===== config.mk =====
export PLATFORM = sky130hd
export DESIGN_NAME = gpio_lut_writer
export DESIGN_NICKNAME = d
export VERILOG_FILES = /design/src/rtl/gpio_lut_writer.sv
export SDC_FILE = /design/constraint.sdc
export NUM_CORES = 1
export LEC_CHECK = 0
export BUFFER_PORTS_ARGS = -buffer_cell sky130_fd_sc_hd__buf_2
export CORE_AREA = 2 2 78 65
export CTS_CLUSTER_DIAMETER = 200
export DETAILED_ROUTE_END_ITERATION = 7
export DIE_AREA = 0 0 80 67
export PLACE_DENSITY = 0.8
export SYNTH_ARGS = -nofsm -noshare
export SYNTH_HDL_FRONTEND = slang
export SYNTH_SLANG_ARGS = --single-unit

===== constraint.sdc =====
create_clock -name clk -period 3.1 [get_ports clk]
set_input_delay 0.465 -clock clk [delete_from_list [all_inputs] [get_ports clk]]
set_output_delay 0.465 -clock clk [all_outputs]
set_load 0.1 [all_outputs]

===== src/rtl/gpio_lut_writer.sv =====
// GPIO-to-LUT write engine: decodes the PS GPIO bus, detects w_clk rising edges,
// pairs bytes into 16-bit words, and strobes writes into one lookup-table RAM.
// Optional `GPIO_WCLK_SYNC_EN adds a two-flop synchronizer on gpio_in[24].
module gpio_lut_writer #(
    parameter logic [15:0] ADDR_REG = 16'h0000,
    parameter logic [15:0] DATA_REG = 16'h0001,
    parameter int unsigned LUT_AW   = 8
) (
    input  logic              clk,
    input  logic              rst,
    input  logic [31:0]       gpio_in,
    output logic              lut_wr_en,
    output logic [LUT_AW-1:0] lut_wr_addr,
    output logic [15:0]       lut_wr_data,
    output logic [31:0]       status
);

    typedef enum logic [1:0] {
        OP_NONE,
        OP_ADDR,
        OP_DATA
    } op_e;

    logic [15:0]       bus_addr;
    logic [7:0]        bus_data;
    logic              w_clk_s;
    logic              w_clk_prev;
    logic              armed;
    logic              w_edge;
    op_e               op;

    logic              a_ph;
    logic              d_ph;
    logic [7:0]        a_hi;
    logic [7:0]        d_hi;
    logic [15:0]       addr_word;
    logic [LUT_AW-1:0] ptr;
    logic              wrap_flag;
    logic [15:0]       ptr_ext;
    logic              unused_gpio;

    assign bus_addr    = gpio_in[15:0];
    assign bus_data    = gpio_in[23:16];
    assign unused_gpio = ^gpio_in[31:25];

`ifdef GPIO_WCLK_SYNC_EN
    logic w_clk_meta;
    logic w_clk_sync;

    always_ff @(posedge clk) begin
        if (!rst) begin
            w_clk_meta <= 1'b0;
            w_clk_sync <= 1'b0;
        end else begin
            w_clk_meta <= gpio_in[24];
            w_clk_sync <= w_clk_meta;
        end
    end

    assign w_clk_s = w_clk_sync;
`else
    // Same-clock GPIO block: use the raw strobe and save two cycles.
    assign w_clk_s = gpio_in[24];
`endif

    // A strobe already high when reset releases must fall before it can count.
    assign w_edge = w_clk_s & ~w_clk_prev & armed;

    always_comb begin
        // NOTE: every always_comb output gets a default first, so no path infers a latch.
        op = OP_NONE;
        if (w_edge) begin
            if (bus_addr == ADDR_REG) begin
                op = OP_ADDR;
            end else if (bus_addr == DATA_REG) begin
                op = OP_DATA;
            end
        end
    end

    assign addr_word = {a_hi, bus_data};

    // NOTE: sequential state uses non-blocking assignments so every flop samples pre-edge values.
    always_ff @(posedge clk) begin
        if (!rst) begin
            w_clk_prev  <= 1'b0;
            armed       <= 1'b0;
            a_ph        <= 1'b0;
            d_ph        <= 1'b0;
            a_hi        <= '0;
            d_hi        <= '0;
            ptr         <= '0;
            wrap_flag   <= 1'b0;
            lut_wr_en   <= 1'b0;
            lut_wr_addr <= '0;
            lut_wr_data <= '0;
        end else begin
            lut_wr_en  <= 1'b0;
            w_clk_prev <= w_clk_s;
            if (!w_clk_s) begin
                armed <= 1'b1;
            end

            case (op)
                OP_ADDR: begin
                    if (!a_ph) begin
                        a_hi <= bus_data;
                        a_ph <= 1'b1;
                    end else begin
                        ptr       <= addr_word[LUT_AW-1:0];
                        a_ph      <= 1'b0;
                        d_ph      <= 1'b0;
                        wrap_flag <= 1'b0;
                    end
                end
                OP_DATA: begin
                    if (!d_ph) begin
                        d_hi <= bus_data;
                        d_ph <= 1'b1;
                    end else begin
                        lut_wr_en   <= 1'b1;
                        lut_wr_addr <= ptr;
                        lut_wr_data <= {d_hi, bus_data};
                        ptr         <= ptr + LUT_AW'(1);
                        d_ph        <= 1'b0;
                        if (ptr == '1) begin
                            wrap_flag <= 1'b1;
                        end
                    end
                end
                default: ;
            endcase
        end
    end

    always_comb begin
        ptr_ext             = '0;
        ptr_ext[LUT_AW-1:0] = ptr;
    end

    assign status = {wrap_flag, 15'b0, ptr_ext};

endmodule


Word level (Yosys, flattened, before mapping)
Cells that the tools add are included.

Memory bits (writable): 0. Memories kept: 0. Register bits: 46. Word-level logic and storage cells: 44. ROM bits: 0. Bits in latches: 0.

Mux-type cells: 14. Add/sub/neg operators: 1. Equality and inequality tests: 7. Multiply operators: 0. Bitwise logic cells: 4. Order comparisons: 0. Reductions and logical operators: 8. Shift-type cells: 0. Divide/modulo/power cells: 0.

Operators by type and width (count): equality test 16 x 1 -> 1 bit, second input constant (1); zero test 16 bit (1); 2-to-1 mux 8 bit (2); case mux 8 bit (2 select lines) (1); adder 8 x 1 -> 8 bit, second input constant (1); equality test 8 bit, second input constant (1); AND reduction 2 bit (4); 2-to-1 mux 1 bit (6); 2-to-1 mux 2 bit (3); inequality test 2 bit, second input constant (3); case mux 1 bit (2 select lines) (2); AND reduction 4 bit (1); AND reduction 3 bit (1); AND 1 bit (2); equality test 2 x 1 -> 1 bit, second input constant (1); equality test 2 bit, second input constant (1); NOT 1 bit (2); nonzero test 2 bit (1).

Depth between registers and ports, before layout
Gate-level depths: netlist of run 1.

Depth after elaboration: 7. Mapped depth: 6. Depth with buffers taken out: 5.

Worst setup path before layout of run 1
No wires, ideal clock.

Kind: reg2reg. From: register ptr[1]. To: register ptr[6]. Path slack: 0.917 ns. Arrival time: 2.049 ns. Cell stages (with the launch flop): 6. Period minus slack after synthesis: 2.183 ns. Path through: dfxtp_1 ha_1 nand3_1 o21a_1 o311ai_0 o21ai_0.

Longest elaborated chain between the ends: 3.

Ends and longest elaborated chain: start, declared (RTL line 37) `logic [LUT_AW-1:0] ptr;`; start signal, assigned (RTL line 110) `ptr <= addr_word[LUT_AW-1:0];`; start signal, assigned (RTL line 124) `ptr <= ptr + LUT_AW'(1);`; adder 8 x 1 -> 8 bit (RTL line 124); 2-to-1 mux 8 bit (RTL line 117) `if (!d_ph) begin`; case mux 8 bit (2 select lines) (RTL line 104) `case (op)`.

No other way between the ends. The select of a mux whose other input is x is not followed. A chain may end at the register's enable or synchronous reset.

Worst setup path after layout of run 1
From: input gpio_in[9]. To: register ptr[0].

Longest elaborated chain between the ends: 7.

Ends and longest elaborated chain: start, declared (RTL line 11) `input logic [31:0] gpio_in,`; equality test 16 x 1 -> 1 bit (RTL line 75) `end else if (bus_addr == DATA_REG) begin`; 2-to-1 mux 2 bit (RTL line 75); 2-to-1 mux 2 bit * (RTL line 73) `if (bus_addr == ADDR_REG) begin`; 2-to-1 mux 2 bit * (RTL line 72) `if (w_edge) begin`; equality test 2 bit or equality test 2 x 1 -> 1 bit (tied branches) (RTL line 104); inequality test 2 bit (no line) or nonzero test 2 bit (tied branches); AND reduction 3 bit (no line).

Every way passes the cells marked *; elsewhere a longest branch is shown, timed or not.

==> results of run 1 <==
synthesized netlist by cell type (3+ instances only):
| cell type | number | share of area [%] |
|---|---|---|
| buf_2 | 6 | 1.3 |
| nand2b_1 | 3 | 0.82 |
| o21ai_0 | 37 | 8.1 |
| nand3_1 | 40 | 8.7 |
| o211ai_1 | 3 | 0.98 |
| and3_1 | 3 | 0.82 |
| buf_4 | 27 | 8.8 |
| nor4_1 | 4 | 1.1 |
| nor3_1 | 3 | 0.65 |
| dfxtp_1 | 46 | 40 |
| clkbuf_1 | 14 | 2.3 |
| nor4_4 | 3 | 2.8 |
| inv_1 | 5 | 0.82 |
| a21oi_1 | 39 | 8.5 |
| nand2_1 | 10 | 1.6 |
| nand4_1 | 5 | 1.4 |
| o31ai_1 | 3 | 0.98 |
cells by family after synthesis:
logic type                 synth area share (%)
muxes                                      1.36
AOI/OAI and AO/OA                          22.7
DFF                                        40.2
buffers and inverters                      13.9
other                                     0.164
adders and majority gates                 0.545
and+or+nand+nor                            21.2
worst max-delay path: stages:
cell,delay (ns)
buf_2,0.11
nor4_4,0.32
and3_1,0.20
buf_4,0.37
o211ai_1,0.16
a221oi_1,0.36
layer usage:
layer / part of all wire, % / vias up / track usage [%]
met3: 9.0 / 8 / 5.69
met2: 47 / 80 / 38.4
met5: 0 / - / 0
met4: 0.97 / 0 / 5.93
li1: - / 1065 / -
met1: 43 / 1052 / 28.7
cell usage in the layout (no fill, tap or decap), types with 3 or more instances in the layout:
cell / instances
clkbuf_8: 6
o31ai_1: 3
dfxtp_1: 46
buf_4: 6
nor4_4: 3
conb_1: 23
nand4_1: 5
o211ai_1: 3
nand2b_1: 3
nand3_1: 40
nor4_1: 4
inv_1: 5
a21oi_1: 39
nand2_1: 10
and3_1: 3
buf_2: 60
nor3_1: 3
o21ai_0: 37
power breakdown:
part           internal (uW)  leakage [uW]  switching (uW)
Combinational           21.7      0.000597             157
Clock                    179     0.0000472             206
Sequential               592      0.000371           0.878
Total                    793       0.00102             364
state kept, by name (all words and copies together) (netlist names):
name and flops:
w_clk_prev 1, lut_wr_addr 8, d_ph 1, lut_wr_en 1, d_hi 8, lut_wr_data 16, ptr 8, wrap_flag 1
a_ph 1, armed 1
through the flow:
stage	hold WS [ns]	worst slack (ns)	total power (uW)	util, %
floorplan	0.421	0.917	776	-
global placement	0.430	1.08	783	55.4
detailed placement	0.440	0.994	783	55.4
CTS	0.354	1.31	1160	57.5
global route	0.365	1.10	1200	57.5
finish	0.358	1.29	1160	57.5
layout make-up:
| class | count | area [um^2] |
|---|---|---|
| Multi-Input combinational cell | 202 | 1140 |
| Sequential cell | 46 | 921 |
| Fill cell | 446 | 1920 |
| Inverter | 6 | 22.5 |
| Timing Repair Buffer | 66 | 345 |
| Clock buffer | 6 | 82.6 |
| Clock inverter | 2 | 12.5 |
| Tap cell | 60 | 75.1 |
worst max-delay path by stage:
stage	to	slack, ns
after floorplan	ptr[6]$_SDFFE_PN0P_	0.92
after global placement	ptr[0]$_SDFFE_PN0P_	1.08
after detailed placement	ptr[0]$_SDFFE_PN0P_	0.99
after CTS	ptr[0]$_SDFFE_PN0P_	1.31
after global routing	ptr[0]$_SDFFE_PN0P_	1.10
final	ptr[0]$_SDFFE_PN0P_	1.29
==> flow_metrics.py, run 1 <==
metrics = {
    "critical_path": {
        "path_class": "in2reg",
        "cp-end-kind": "register",
        "arrival_ns": 2.00,
        "cp_max_fo": 41,
        "reg2reg_from": "w_clk_prev$_SDFF_PN0_",
        "required_ns": 3.29,
        "crit_path_start": "gpio_in[9]",
        "r2r-end": "ptr[0]$_SDFFE_PN0P_",
        "regToRegSetupSlack_ns": 1.33,
        "cp-start-kind": "input pin",
        "r2r_cells": 4,
    },
    "cells_and_area": {
        "postLayoutCellArea_mm2": 0.00259,
        "synthToLayoutAreaGrowth_pct": 13.1,
        "n_antenna_cell": 0,
        "drive_above_1_share_pct": 24.4,
        "nets": 362,
        "final_cell_count_no_fill": 388,
    },
    "placed_design": {
        "gp_congestion": 0.855,
        "hpwl_mm": 3.88,
        "io_buffer_count": 60,
        "dp.cells": 380,
        "placed_area_mm2": 0.00250,
    },
    "yosys": {
        "synth_area_mm2": 0.00229,
        "synth_edf_count": 0,
        "synthCells": 280,
        "yosysSeqAreaShare_pct": 40.2,
        "syn_avg_cell_area_um2": 8.19,
        "synth.distinct_cells": 40,
        "synth-seq-cells": 46,
        "synthArstFlopShare_pct": 0,
        "yosys_warnings": 0,
        "ys.flop_type": "dfxtp_1",
    },
    "routing": {
        "vias_per_cell": 5.68,
        "ant_nets": 0,
        "first_pass_iters": 4,
        "drt-initial-drc-count": 223,
        "drcViolationCount": 0,
        "vias": 2205,
        "drt-wirelength-per-cell_um": 14.6,
        "routed_wirelength_mm": 5.65,
    },
    "grt": {
        "grt_pass1_vias": 2024,
        "grt_max_degree": 42,
        "grt_pass1_wl_mm": 9.56,
        "overflow": 0,
        "groute.usage.overall_pct": 22.7,
        "antenna_found_initial": 0,
    },
    "clock_network": {
        "post_cts_buffers": 0,
        "clock-sinks": 46,
        "clock_latency_ns": 0.30,
        "clockBufferDepth": 2,
        "h-tree-depth": 2,
        "cts-resized-gates": 0,
        "cts_tree": "built",
        "cts-root-buf": "clkbuf_8",
        "cts_buffers": 5,
        "cts-hold-fix-buffers": 0,
        "path_clk_slew_ns": 0.08,
    },
    "power": {
        "p_leak_uw": 0.00102,
        "ir_drop_mv": 0.294,
        "power_density_mw_per_mm2": 446,
    },
    "timing": {
        "timing.setup.tns_ns": 0,
        "setup_viol": 0,
        "finalCritPeriodShare_pct": 58.3,
        "grt_setup_unrepaired": "no",
        "hold_viol_final": 0,
        "layout_min_cycle_time_ns": 1.81,
        "slew_viol_final": 0,
        "finClkSkew_ns": 0.00437,
        "max_clock_freq_mhz": 553,
    },
    "min_path": {
        "min-delay-path-class": "in2reg",
        "worstHoldPathCells": 2,
        "min_to": "armed$_SDFFE_PN0N_",
        "hold_start": "gpio_in[24]",
    },
    "die": {
        "fp-row-count": 22,
        "die-area_mm2": 0.00536,
        "ios": 91,
        "initial_core_util_pct": 50.8,
        "die_w_um": 80,
        "core_area_mm2": 0.00451,
        "die_y_um": 67,
    },
    "run_status": {
        "status": "finished clean",
    },
    "job": {
        "cap_violations": 0,
    },
}
Power figures use the tool's default switching activity.
==> run 2: changes to the inputs <==
--- a/config.mk
+++ b/config.mk
@@ -6,11 +6,11 @@
 export NUM_CORES = 1
 export LEC_CHECK = 0
 export BUFFER_PORTS_ARGS = -buffer_cell sky130_fd_sc_hd__buf_2
-export CORE_AREA = 2 2 78 65
+export CORE_AREA = 2 2 81 67
 export CTS_CLUSTER_DIAMETER = 200
 export DETAILED_ROUTE_END_ITERATION = 7
-export DIE_AREA = 0 0 80 67
-export PLACE_DENSITY = 0.8
+export DIE_AREA = 0 0 83 69
+export PLACE_DENSITY = 0.76
 export SYNTH_ARGS = -nofsm -noshare
 export SYNTH_HDL_FRONTEND = slang
 export SYNTH_SLANG_ARGS = --single-unit
==> constraint.sdc (replaced) <==
create_clock -name clk -period 1.75 [get_ports clk]
set_input_delay 0.2625 -clock clk [delete_from_list [all_inputs] [get_ports clk]]
set_output_delay 0.2625 -clock clk [all_outputs]
set_load 0.1 [all_outputs]
==> run 2 against run 1 <==
  * Die area is 6.8% higher
  * Hold slack got worse by 0.20 ns
  * Clock skew is 0.0054 ns higher
  * Register-to-register slack worse by 1.2 ns
  * Worst setup slack worse by 1.2 ns
  * Sequential power grew 77%
  * Combinational power increased by 82%
  * Global-route usage fell by 2.5 points
  * Core utilization decreased by 2.7 points
  * Final cell count up 3.1%
==> flow_metrics.py, run 2 (synthesis gave the netlist of run 1 again) <==
metrics = {
    "routing": {
        "dr_wl_met3_um": 445,
        "ant_nets": 0,
        "met1_length_mm": 2.66,
        "routed_wirelength_mm": 5.83,
        "vias_per_cell": 5.62,
        "first_pass_iters": 4,
        "drcViolationCount": 0,
        "drt-initial-drc-count": 199,
        "highest_layer": "met4",
        "vias": 2248,
        "drt-wirelength-per-cell_um": 14.6,
        "wl_met2_mm": 2.68,
    },
    "die": {
        "core_area_mm2": 0.00492,
        "initial_core_util_pct": 46.6,
        "die-area_mm2": 0.00573,
        "ios": 91,
        "die_y_um": 69,
        "die_w_um": 83,
        "fp-row-count": 23,
    },
    "job": {
        "cap_violations": 0,
    },
    "cells_and_area": {
        "layout_commonest_cell": "buf_2",
        "largest-register": "lut_wr_data",
        "synthToLayoutAreaGrowth_pct": 17.5,
        "final_cell_mix": "buf_2 (60), nand3_1 (40), a21oi_1 (39), dfxtp_1 (39), o21ai_0 (37)",
        "n_fill_cell": 490,
        "n_antenna_cell": 0,
        "largest_reg_flops": 16,
        "drive_above_1_share_pct": 28.7,
        "multi_input_area_mm2": 0.00114,
        "nets": 372,
        "seq_area_um2": 935,
    },
    "critical_path": {
        "cp_max_fo": 5,
        "cp-end-kind": "register",
        "crit_family": "simple AND/OR/NAND/NOR gates",
        "regToRegSetupSlack_ns": 0.14,
        "crit_buf_inv": 1,
        "arrival_ns": 1.84,
        "crit_slowest_cell": "or4_1",
        "cp-start-kind": "register",
        "critical_path.max_stage_delay_ns": 0.49,
        "path_class": "reg2reg",
        "required_ns": 1.98,
        "crit_chain": "nor4_4 > buf_4 > nand2_1 > or4_1 > o211ai_1",
    },
    "placed_design": {
        "hpwl_mm": 4.15,
        "io_buffer_count": 60,
        "gp_congestion": 0.833,
        "place_ws_ns": 0.0200,
    },
    "clock_network": {
        "clockBufferDepth": 2,
        "cts-root-buf": "clkbuf_8",
        "clock_latency_ns": 0.31,
        "post_cts_buffers": 0,
        "cts_tree": "built",
        "cts-hold-fix-buffers": 0,
        "clock-sinks": 46,
        "h-tree-depth": 2,
        "cts-resized-gates": 0,
        "path_clk_slew_ns": 0.09,
        "cts_buffers": 5,
    },
    "timing": {
        "setup_viol": 0,
        "layout_min_cycle_time_ns": 1.61,
        "slew_viol_final": 0,
        "max_clock_freq_mhz": 621,
        "finalCritPeriodShare_pct": 92.1,
        "timing.setup.tns_ns": 0,
        "hold_viol_final": 0,
        "worst_slack_ns": 0.138,
        "finClkSkew_ns": 0.00976,
        "grt_setup_unrepaired": "no",
    },
    "power": {
        "power_density_mw_per_mm2": 756,
        "p_int_uw": 1370,
        "sw_frac_of_total_pct": 32.8,
        "p_switching_uw": 667,
        "combPwrFrac_pct": 15.9,
        "power_frac_clock_pct": 32.7,
        "p_leak_uw": 0.00107,
        "ir_drop_mv": 0.516,
        "seqPwrFrac_pct": 51.4,
    },
    "grt": {
        "grt_pass1_wl_mm": 9.58,
        "antenna_found_initial": 0,
        "grt_max_degree": 26,
        "grt_pass1_vias": 1972,
        "overflow": 0,
        "groute.usage.overall_pct": 20.2,
    },
    "run_status": {
        "status": "finished clean",
    },
    "min_path": {
        "min-delay-path-class": "in2reg",
    },
}
-- run 2: changes by cell type in the layout (fill, tap and decap cells not counted), sizes merged --
cell,before,now
clkbuf,6,5
buf,66,76
clkinv,2,3
-- run 2: final timing paths --
check,depth (start not counted),start,end
max,5,w_clk_prev$_SDFF_PN0_,ptr[4]$_SDFFE_PN0P_
min,2,gpio_in[24],armed$_SDFFE_PN0N_
min reg2reg,2,armed$_SDFFE_PN0N_,armed$_SDFFE_PN0N_
max reg2reg,5,w_clk_prev$_SDFF_PN0_,ptr[4]$_SDFFE_PN0P_
-- run 2: final cells by class --
class | instances | area share (%)
Clock inverter | 3 | 0.790
Sequential cell | 46 | 34.7
Timing Repair Buffer | 76 | 16.1
Tap cell | 62 | 2.88
Multi-Input combinational cell | 202 | 42.2
Inverter | 6 | 0.836
Clock buffer | 5 | 2.55
-- run 2: per-stage QoR --
step / instances / power, uW / hold WS, ns / area, um^2 / util, %
6_report: 400 / 2040 / 0.154 / 2690 / 54.7
5_1_grt: 400 / 2100 / 0.171 / 2690 / 54.7
4_1_cts: 400 / 2040 / 0.153 / 2690 / 54.7
3_5_place_dp: 392 / 1390 / 0.442 / 2600 / 52.9
3_3_place_gp: 392 / 1390 / 0.430 / 2600 / 52.9
2_1_floorplan: 302 / 1370 / 0.358 / 2390 / -
-- run 2: per-layer routing --
layer	vias to the layer above	global-route usage (%)
met3	5	5.27
met1	1066	27.8
met2	88	32.0
met4	0	4.01
met5	-	0
li1	1089	-
-- run 2: power groups by stage --
stage               registers [uW]  logic [uW]  clock network [uW]
floorplan                     1070         300                   0
global placement              1070         318                   0
detailed placement            1070         320                   0
CTS                           1050         321                 674
global route                  1050         335                 720
finish                        1050         324                 666
==> run 3: changes to the inputs <==
==> constraint.sdc (replaced) <==
create_clock -name clk -period 1.5 [get_ports clk]
set_input_delay 0.225 -clock clk [delete_from_list [all_inputs] [get_ports clk]]
set_output_delay 0.225 -clock clk [all_outputs]
set_load 0.1 [all_outputs]
==> run 3 against run 2 <==
  * The run now ends with setup timing left
  * Sequential share of layout area is 4.5 points lower
  * Final area is 16% higher
  * Final cell count is 4.8% higher
  * Die area stayed put
  * First-iteration DRC count is 22% lower
  * Worst setup slack worse by 0.15 ns
  * Clock skew is 0.0015 ns lower
  * Sequential cell count stayed put
  * Hold slack better by 0.040 ns
  * Clock-buffer cell count stayed put
  * Wire length is 13% higher
  * Largest power group unchanged
  * Highest routed layer unchanged
==> flow_metrics.py, run 3 (synthesis gave the netlist of run 1 again) <==
metrics = {
    "run_status": {
        "status": "finished, violations left",
        "violations": "setup timing",
    },
    "clock_network": {
        "clock_latency_ns": 0.31,
        "cts-root-buf": "clkbuf_8",
        "h-tree-depth": 2,
        "clockBufferDepth": 2,
        "path_clk_slew_ns": 0.09,
        "clock-sinks": 46,
        "cts_buffers": 5,
        "cts_tree": "built",
        "cts-hold-fix-buffers": 0,
    },
    "timing": {
        "slew_viol_final": 0,
        "finalCritPeriodShare_pct": 101,
        "grt_setup_unrepaired": "yes",
        "layout_min_cycle_time_ns": 1.51,
        "worst_slack_ns": -0.00895,
        "hold_slack_ns": 0.194,
        "timing.setup.tns_ns": -0.0118,
        "hold_viol_final": 0,
        "setup_viol": 2,
        "max_clock_freq_mhz": 663,
        "finClkSkew_ns": 0.00831,
    },
    "power": {
        "ir_drop_mv": 0.555,
        "p_leak_uw": 0.00121,
        "power_density_mw_per_mm2": 821,
    },
    "critical_path": {
        "required_ns": 1.70,
        "cp-end-kind": "register",
        "regToRegSetupSlack_ns": -0.009,
        "cp_max_fo": 28,
        "cp-start-kind": "register",
        "path_class": "reg2reg",
        "arrival_ns": 1.71,
    },
    "routing": {
        "drt-initial-drc-count": 156,
        "drt-wirelength-per-cell_um": 15.7,
        "drcViolationCount": 0,
        "routed_wirelength_mm": 6.56,
        "vias": 2343,
        "vias_per_cell": 5.59,
        "first_pass_iters": 4,
        "ant_nets": 0,
    },
    "grt": {
        "overflow": 0,
        "grt_pass1_vias": 2157,
        "grt_pass1_wl_mm": 9.89,
        "grt_max_degree": 29,
        "antenna_found_initial": 0,
        "groute.usage.overall_pct": 20.9,
    },
    "cells_and_area": {
        "n_fill_cell": 439,
        "layout_commonest_cell": "buf_2",
        "largest-register": "lut_wr_data",
        "n_antenna_cell": 0,
        "fin_util_pct": 63.4,
        "final_cell_mix": "buf_2 (60), dfxtp_1 (36), a21oi_1 (30)",
        "synthToLayoutAreaGrowth_pct": 36.1,
        "largest_reg_flops": 16,
        "final_cell_count_no_fill": 419,
        "drive_above_1_share_pct": 42.3,
        "nets": 391,
    },
    "die": {
        "fp-row-count": 23,
        "die-area_mm2": 0.00573,
        "core_area_mm2": 0.00492,
        "ios": 91,
        "die_y_um": 69,
        "die_w_um": 83,
        "initial_core_util_pct": 46.6,
    },
    "placed_design": {
        "hpwl_mm": 4.29,
        "gp_congestion": 0.881,
        "io_buffer_count": 60,
        "dp.cells": 404,
    },
    "job": {
        "cap_violations": 0,
    },
    "min_path": {
        "min-delay-path-class": "in2reg",
    },
}
## run 3: cell count changes in the layout (fill, tap and decap cells not counted), moves of 3 or more
cell     previous run  this run
dfxtp_1            39        36
buf_4              15        25
o21ai_1             0        20
o21ai_2             0         3
a21oi_2             0         9
nand3_2             1        10
o21ai_0            37        14
a21oi_1            39        30
nand3_4             0         3
buf_6               0         4
nand3_1            40        28
## run 3: worst max-delay path, stage by stage (launching register included)
cell	delay [ns]
dfxtp_2	0.33
and4bb_2	0.29
nand3_4	0.14
buf_6	0.18
buf_12	0.15
o21ai_0	0.23
a21oi_2	0.08
## run 3: worst paths after layout
| path | from | end | cells past startpoint |
|---|---|---|---|
| worst max-delay path | armed$_SDFFE_PN0N_ | lut_wr_data[11]$_SDFFE_PN0P_ | 6 |
| worst min-delay path | gpio_in[20] | lut_wr_data[4]$_SDFFE_PN0P_ | 3 |
| worst max register to register | armed$_SDFFE_PN0N_ | lut_wr_data[11]$_SDFFE_PN0P_ | 6 |
| worst min register to register | armed$_SDFFE_PN0N_ | armed$_SDFFE_PN0N_ | 2 |
## run 3: timing repair
item | 4_1_cts | 5_1_grt
setup buffers | 0 | 4
gates cloned | 0 | 3
pin swaps | 1 | 21
resized for setup | 4 | 67
endpoints found under the setup margin | 34 | 39
## run 3: area by class of cell
| cell class | instances | area [um^2] | share of cell area [%] |
|---|---|---|---|
| Clock buffer | 5 | 68.8 | 2.21 |
| Clock inverter | 3 | 43.8 | 1.40 |
| Inverter | 6 | 22.5 | 0.722 |
| Multi-Input combinational cell | 202 | 1310 | 41.9 |
| Sequential cell | 46 | 943 | 30.2 |
| Tap cell | 62 | 77.6 | 2.49 |
| Timing Repair Buffer | 95 | 658 | 21.1 |
## run 3: per-layer routing
layer | share of wire [%] | GRT usage [%] | routed length, um
met5 | 0 | 0 | 0
met3 | 7.4 | 4.55 | 484
met4 | 1.4 | 6.38 | 94
met1 | 42 | 26.6 | 2750
met2 | 49 | 35.4 | 3240
## run 3: through the flow
stage | worst slack, ns | area, um^2 | total power [uW]
3_3_place_gp | -0.131 | 2730 | 1630
5_1_grt | -0.0984 | 3120 | 2640
6_report | -0.00895 | 3120 | 2560
4_1_cts | 0.00341 | 2850 | 2560
3_5_place_dp | -0.167 | 2730 | 1630
2_1_floorplan | -0.0507 | 2410 | 1600
## run 3: where the power goes
part	switching, uW	internal (uW)
Combinational	335	59.2
Clock	448	500
Sequential	1.97	1220
Total	785	1780
